### src/rtl/fetch_ctl_pkg.sv
// Shared types and constants for the fetch/decode controller.
package fetch_ctl_pkg;

  typedef enum logic [1:0] {
    FETCH   = 2'b00,
    EXEC    = 2'b01,
    OPERAND = 2'b10,
    HALT    = 2'b11
  } state_t;

  // Opcode class lives in ir[7:6]
  localparam logic [1:0] OPC_ALU  = 2'b00;
  localparam logic [1:0] OPC_LDI  = 2'b01;
  localparam logic [1:0] OPC_JMP  = 2'b10;
  localparam logic [1:0] OPC_MISC = 2'b11;

  localparam logic [7:0] OP_HALT = 8'hFF;

  // Jump condition codes in ir[1:0]
  localparam logic [1:0] COND_ALW = 2'b00;
  localparam logic [1:0] COND_Z   = 2'b01;
  localparam logic [1:0] COND_C   = 2'b10;
  localparam logic [1:0] COND_NZ  = 2'b11;

  function automatic logic [1:0] op_class(input logic [7:0] op);
    return op[7:6];
  endfunction

endpackage

### src/rtl/fetch_cond.sv
// Jump condition evaluation against the latched ALU flags.
module fetch_cond
  import fetch_ctl_pkg::*;
(
  input  logic [1:0] cond,
  input  logic       z,
  input  logic       c,
  output logic       taken
);

  // Select the flag test named by the condition code
  always_comb begin
    taken = 1'b0;
    case (cond)
      COND_ALW: taken = 1'b1;
      COND_Z:   taken = z;
      COND_C:   taken = c;
      COND_NZ:  taken = ~z;
      default:  taken = 1'b0;
    endcase
  end

endmodule

### src/rtl/fetch_ctl.sv
// Fetch/decode controller: FETCH / EXEC / OPERAND / HALT sequencer
// driving the PC, the instruction register, the immediate register and
// the ALU flags. Optional single-step gating via FETCH_CTL_SINGLE_STEP_EN.
module fetch_ctl
  import fetch_ctl_pkg::*;
(
  input  logic       clk,
  input  logic       reset,
  input  logic [7:0] rom_data,
  input  logic [7:0] pc_val,
  input  logic       zero_in,
  input  logic       carry_in,
`ifdef FETCH_CTL_SINGLE_STEP_EN
  input  logic       step,
`endif
  output logic       PCincr,
  output logic [7:0] pc_data,
  output logic [7:0] ir,
  output logic       alu_en,
  output logic       imm_we,
  output logic [7:0] imm,
  output logic       halted
);

  state_t     state, nstate;
  logic       z_q, c_q;
  logic [7:0] imm_q;
  logic       go;
  logic       taken;

`ifdef FETCH_CTL_SINGLE_STEP_EN
  assign go = step;
`else
  assign go = 1'b1;
`endif

  fetch_cond u_cond (
    .cond  (ir[1:0]),
    .z     (z_q),
    .c     (c_q),
    .taken (taken)
  );

  // State register; reset aborts whatever instruction is in flight
  always_ff @(posedge clk or posedge reset) begin
    if (reset) state <= FETCH;
    else       state <= nstate;
  end

  // Next state: fetch dispatches on the incoming byte's class
  always_comb begin
    nstate = state;
    case (state)
      FETCH: begin
        if (go) begin
          case (op_class(rom_data))
            OPC_ALU:  nstate = EXEC;
            OPC_LDI:  nstate = OPERAND;
            OPC_JMP:  nstate = OPERAND;
            default:  nstate = (rom_data == OP_HALT) ? HALT : FETCH;
          endcase
        end
      end
      EXEC:    nstate = FETCH;
      OPERAND: nstate = FETCH;
      HALT:    nstate = HALT;
      default: nstate = FETCH;
    endcase
  end

  // Datapath registers: ir on fetch, flags on exec, immediate on LDI operand
  always_ff @(posedge clk or posedge reset) begin
    if (reset) begin
      ir    <= 8'h00;
      z_q   <= 1'b0;
      c_q   <= 1'b0;
      imm_q <= 8'h00;
    end else begin
      if (state == FETCH && go) ir <= rom_data;
      if (state == EXEC) begin
        z_q <= zero_in;
        c_q <= carry_in;
      end
      if (state == OPERAND && op_class(ir) == OPC_LDI) imm_q <= rom_data;
    end
  end

  // Outputs: PC holds by reloading pc_val on every non-advancing cycle
  always_comb begin
    PCincr  = 1'b1;
    pc_data = pc_val;
    alu_en  = 1'b0;
    imm_we  = 1'b0;
    imm     = imm_q;
    halted  = 1'b0;
    case (state)
      FETCH: PCincr = go;
      EXEC: begin
        PCincr = 1'b0;
        alu_en = 1'b1;
      end
      OPERAND: begin
        if (op_class(ir) == OPC_LDI) begin
          imm_we = 1'b1;
          imm    = rom_data;
        end else if (op_class(ir) == OPC_JMP && taken) begin
          PCincr  = 1'b0;
          pc_data = rom_data;
        end
      end
      HALT: begin
        PCincr = 1'b0;
        halted = 1'b1;
      end
      default: PCincr = 1'b1;
    endcase
  end

endmodule
### config.mk
export PLATFORM = sky130hd
export DESIGN_NAME = fetch_ctl
export DESIGN_NICKNAME = d
export VERILOG_FILES = /design/src/rtl/fetch_ctl_pkg.sv /design/src/rtl/fetch_cond.sv /design/src/rtl/fetch_ctl.sv
export SDC_FILE = /design/constraint.sdc
export NUM_CORES = 1
export LEC_CHECK = 0
export CORE_UTILIZATION = 44
export CTS_CLUSTER_SIZE = 12
export DETAILED_ROUTE_END_ITERATION = 12
export PLACE_DENSITY_LB_ADDON = 0.05
export SLEW_MARGIN = 10
export SYNTH_ARGS = -nofsm -noshare
export SYNTH_HDL_FRONTEND = slang
export SYNTH_HIERARCHICAL = 1
export SYNTH_SLANG_ARGS = --single-unit
### constraint.sdc
create_clock -name clk -period 3.34 [get_ports clk]
set_input_delay 0.334 -clock clk [delete_from_list [all_inputs] [get_ports clk]]
set_output_delay 0.334 -clock clk [all_outputs]
set_load 0.03 [all_outputs]
* Word level (Yosys, flattened, before mapping)
Index checks and enable logic that the tools add are counted.
Widths: inputs -> output; s select.
** Cells by class
- Equal/unequal tests :: 11
- Multiplexer cells :: 16
- Bitwise logic cells :: 1
- Reduce and logical (&&, ||, !) cells :: 8
** Operators by type and width (number)
- $mux 8 :: 5
- $eq 2x2->1 const B :: 6
- $eq 2x1->1 const B :: 4
- $eq 8x8->1 const B :: 1
- $logic_not 2->1 :: 3
- $mux 1 :: 6
- $pmux 2 s3 :: 1
- $reduce_or 2->1 :: 3
- $pmux 1 s4 :: 1
- $pmux 2 s2 :: 1
- $pmux 1 s3 :: 1
- $logic_and 1x1->1 :: 2
- $mux 2 :: 1
- $not 1->1 :: 1
** Word-level totals
- Register bits :: 20
- Input port bits :: 20
- Output and inout port bits :: 28

* Depth between registers and ports, before layout
Gate-level depths: netlist of the first run.
- Word-level depth :: 6
- Gate-level depth with buffers :: 6
- Mapped depth without buffers :: 6

* Hierarchy
Netlist of the first run, hierarchy kept.
** By module, submodules not included
- fetch_ctl :: times used 1, cells each 77, area an instance 1064.8 sq um, seq. area each 500.5 sq um
- fetch_cond :: times used 1, cells each 4, area an instance 25.0 sq um, seq. area each 0.0 sq um

* Least setup slack after synthesis of the first run
Ideal clock, no wire load.
- Path kind :: reg2out
- From :: register ir[0]
- To :: output pc_data[0]
- Arrival time :: 1840 ps
- Path slack :: 1166 ps
- Cell stages (with the launch flop) :: 7
- Path buffers :: 0
- Path through :: dfrtp_1 > nand2b_1 > nand3_1 > o21a_1 > nand2_1 > nor4b_4 > mux2_2
** On the way
- Word-level cells in the longest chain between the ends :: 6
- Elaborated cells on any way between the ends :: 9
** RTL lines
- start: declaration :: line fetch_ctl.sv:18 : output logic [7:0] ir,
- start signal: assignment :: line fetch_ctl.sv:79 : if (state == FETCH && go) ir <= rom_data;
- $eq 2x2->1, or another cell as far along :: line fetch_cond.sv:14 : case (cond)
- $pmux 1 s4 * :: line fetch_cond.sv:14
- via taken :: line fetch_ctl.sv:29 : logic taken;
- $logic_and 1x1->1 * :: line fetch_ctl.sv:106 : end else if (op_class(ir) == OPC_JMP && taken) begin
- $mux 8 * :: line fetch_ctl.sv:106
- $mux 8 * :: line fetch_ctl.sv:103 : if (op_class(ir) == OPC_LDI) begin
- $mux 8 * :: line fetch_ctl.sv:96 : case (state)
- end: declaration :: line fetch_ctl.sv:17 : output logic [7:0] pc_data,
Mark *: on every way through the listed nets, which the timed path passes. The rest lies on a longest branch.

* Worst setup path after layout of the first run
- From :: register z_q
- To :: output pc_data[2]
** On the way
- Word-level cells in the longest chain between the ends :: 6
** RTL lines
- start: declaration :: line fetch_ctl.sv:26 : logic z_q, c_q;
- start signal: assignment :: line fetch_ctl.sv:81 : z_q <= zero_in;
- $not 1->1 :: line fetch_cond.sv:18 : COND_NZ: taken = ~z;
- $pmux 1 s4 * :: line fetch_cond.sv:14
- via taken :: line fetch_ctl.sv:29
- $logic_and 1x1->1 * :: line fetch_ctl.sv:106
- $mux 8 * :: line fetch_ctl.sv:106
- $mux 8 * :: line fetch_ctl.sv:103
- $mux 8 * :: line fetch_ctl.sv:96
Marked as above.

==> results of run 1 <==
==> how the worst max path moves through the flow <==
stage | startpoint | to | slack, ns | cells after the start
after floorplan | ir[0] | pc_data[0] | 1.17 | 6
after global routing | z_q | pc_data[2] | 0.13 | 7
after detailed placement | z_q | pc_data[2] | 0.58 | 7
after CTS | z_q | pc_data[2] | 0.25 | 7
after global placement | z_q | pc_data[0] | 0.67 | 7
final | z_q | pc_data[2] | 0.27 | 7
==> layer usage <==
| layer | routed length [microns] | vias up | track usage (%) | part of all wire [%] |
|---|---|---|---|---|
| met5 | 0 | - | 0 | 0 |
| met4 | 11 | 0 | 4.05 | 0.46 |
| met3 | 122 | 2 | 6.14 | 5.1 |
| met2 | 1170 | 24 | 33.8 | 49 |
| met1 | 1070 | 412 | 23.9 | 45 |
| li1 | - | 395 | - | - |
==> state kept, by name, summed over array words and instances (netlist names) <==
| name | count |
|---|---|
| c_q | 1 |
| state | 2 |
| ir | 8 |
| imm_q | 8 |
| z_q | 1 |
==> placed cells by master, fill, tap and decap left out <==
cell             count
a211o_1              2
mux2_2              33
mux2_1               1
clkdlybuf4s50_1     47
nor3_1               1
nor2_2               1
inv_1                3
nor2_1               1
o21a_1               1
nand2_1              1
nand3_1              1
ha_1                 3
nor2b_1              1
nand4_1              2
buf_4                1
and2_1               1
nor4b_4              1
clkbuf_4             3
a21oi_1              1
dfrtp_1             20
nand2b_1             2
nor4_1               1
and4bb_1             1
==> logic make-up after synthesis <==
group / count (synthesis) / share of synthesized area, %
muxes: 34 / 35.1
DFF: 20 / 45.9
and+or+nand+nor: 14 / 9.53
buffers and inverters: 6 / 3.21
AOI/OAI and AO/OA: 4 / 2.76
adders and majority gates: 3 / 3.44
==> critical path: cells and delay by family, from the launching register on <==
family,cells,cell delay (ns)
mux,1,0.41
compound gates,1,0.12
flops,1,0.39
simple gates,4,0.91
buf+inv,1,0.60
==> power by group through the flow <==
stage	sequential [mW]	clock (mW)	combinational (mW)
6_report	0.397	0.112	0.670
5_1_grt	0.410	0.125	0.709
4_1_cts	0.399	0.115	0.678
3_5_place_dp	0.405	0	0.674
3_3_place_gp	0.397	0	0.664
2_1_floorplan	0.439	0	0.383
==> metrics by stage <==
stage / util (%) / total power, mW / hold WS (ns)
after CTS: 70.4 / 1.19 / 0.489
after global placement: 69.4 / 1.06 / 0.465
after global routing: 70.4 / 1.24 / 0.528
after detailed placement: 69.4 / 1.08 / 0.491
after floorplan: - / 0.822 / 0.298
final: 70.4 / 1.18 / 0.460
==> cell type report <==
| cell class | instances | area (sq um) | share of cell area, % |
|---|---|---|---|
| multi-input combinational | 55 | 554 | 34.6 |
| sequential | 20 | 500 | 31.2 |
| timing repair buffer | 48 | 478 | 29.8 |
| tap | 28 | 35.0 | 2.19 |
| clock buffer | 3 | 22.5 | 1.41 |
| inverter | 3 | 11.3 | 0.703 |
==> metrics, run 1 <==
DRT Wirelength=2380 microns; area grow syn2layout=47.0%; Syn Nets=104; count of maximum capacitance violations=0; clock network fraction of total power=9.5%; Post-synth EDFFs=0; via count of the first global-routing pass=784; final routed DRC violation total=0; Final nets=154; share of the yosys chip area belonging to registers=45.9%; largest net degree at the start of global routing=21; summed negative setup slack over all endpoints=0 ns; share of post-route cells with drive strength above 1=30.2%; Ports=48; max incr delay on CP=0.60 ns; Synth area leader=dfrtp_1; final-report max-slew violation count=0; startpoint-to-endpoint class of the critical path=reg2out; cell with the biggest individual delay on the critical path=clkdlybuf4s50_1; Die ar.=2680 sq um; Synth top area share=45.9%; Clock Sink Count=20; Tcrit/Tclk final=91.8%; number of setup violations in the final report=0; Final Skew=0.00629 ns; combinational group share of total power=56.8%; startpoint of the worst-slack reg-to-reg timing path=state[0]; switching power share of the total=39.6%; post-detailed-route wirelength per cell=15.1 microns; flops & latches, synth=20; total of warnings raised by yosys=6; CTS Root Cell=clkbuf_4; Pleak=0.664 nW; non-filler cells in the finished layout=157; worst-path cell chain=nand2b_1 > nand3_1 > o21a_1 > nand2_1 > nor4b_4 > mux2_2 > clkdlybuf4s50_1; Post-DP Area=1580 sq um; number of placed instances with taps included=154; flop-to-flop setup slack=1.58 ns; internal power=712 uW; Worst Setup Slack post-DPL=0.583 ns; share of async-settable or async-resettable flops after synthesis=100%; post-synthesis instance area=1090 sq um; # hold bufs at CTS=0; Avg Vias per Cell=5.31; number of port buffers=47; power density normalized to cell area=736 nW/um^2; starting DRC count in detailed routing=1; run status=completed; Hold Vio Cnt, Final=0; number of antenna repair diodes=0; number of antenna violations at the first check in global routing=0; number of CTS-inserted buffers=3; post-CTS setup buffer count=0; dominant synthesized flop cell=dfrtp_1; switching power summed over all nets=467 uW; post-route setup slack=0.273 ns; final standard cell area without fillers=1600 sq um; peak clock frequency supported by timing=0.326 GHz; global-route usage over all layers=19.6%; Data arrival, critical path=2.73 ns; number of fillers in the final layout=185; Die Span Y=51.8 microns; capturing element type of the critical path=output pin; post-CTS resize count=0; global-route wire length before repair=3800 microns; number of instances in the synthesized netlist=81; worst rel slew slack=48.7%; routed via count=833; clock period minus worst slack=3.07 ns; row count=17; main area contributors after synthesis=dfrtp_1 (46%), mux2_2 (34%), ha_1 (3.4%); Core Footprint=2280 sq um; maximum fanout count along the critical path=8; RePlAce Congestion=0.729; half-perimeter wire length after placement=1810 microns; worst r2r dst=imm_q[4]; clock tree from TritonCTS=built; setup repair after global routing missed its margin=false; measured slew at the worst slew-check pin=0.768 ns; clock edge transition at the registers on the reported setup and hold paths=0.11 ns; register share of total power=33.7%; Worst Reg2Reg Path Length in Cells=3; maximum buffer depth of the clock tree=2; Chip Width=51.8 microns; average footprint of a synthesized cell=13.5 sq um; Post-synth top cells=mux2_2 (33), dfrtp_1 (20), ha_1 (3), inv_1 (3); count of cell types in the netlist=23; initial core utilization=47.9%; IR drop worst, VDD=0.000534 V; TritonRoute pass-1 iters=2; GR Overflow Total=0; number of H-tree levels=1; worst path required time=3.01 ns; Tightest Hold Check Type=in2async; category of the worst setup path launch point=flip-flop; library cell with the highest instance count after synthesis=mux2_2; number of nets with antenna violations after detailed routing=0; insertion delay of the later-clocked pin in the worst-skew pair=0.30 ns
No activity file was read; power rests on OpenSTA's default activity.
==> inputs of run 2 (changes only) <==
- GPL_ROUTABILITY_DRIVEN: default -> 0
==> results of run 2 <==
Final layout, timing and power as in run 1 (identical DEF).
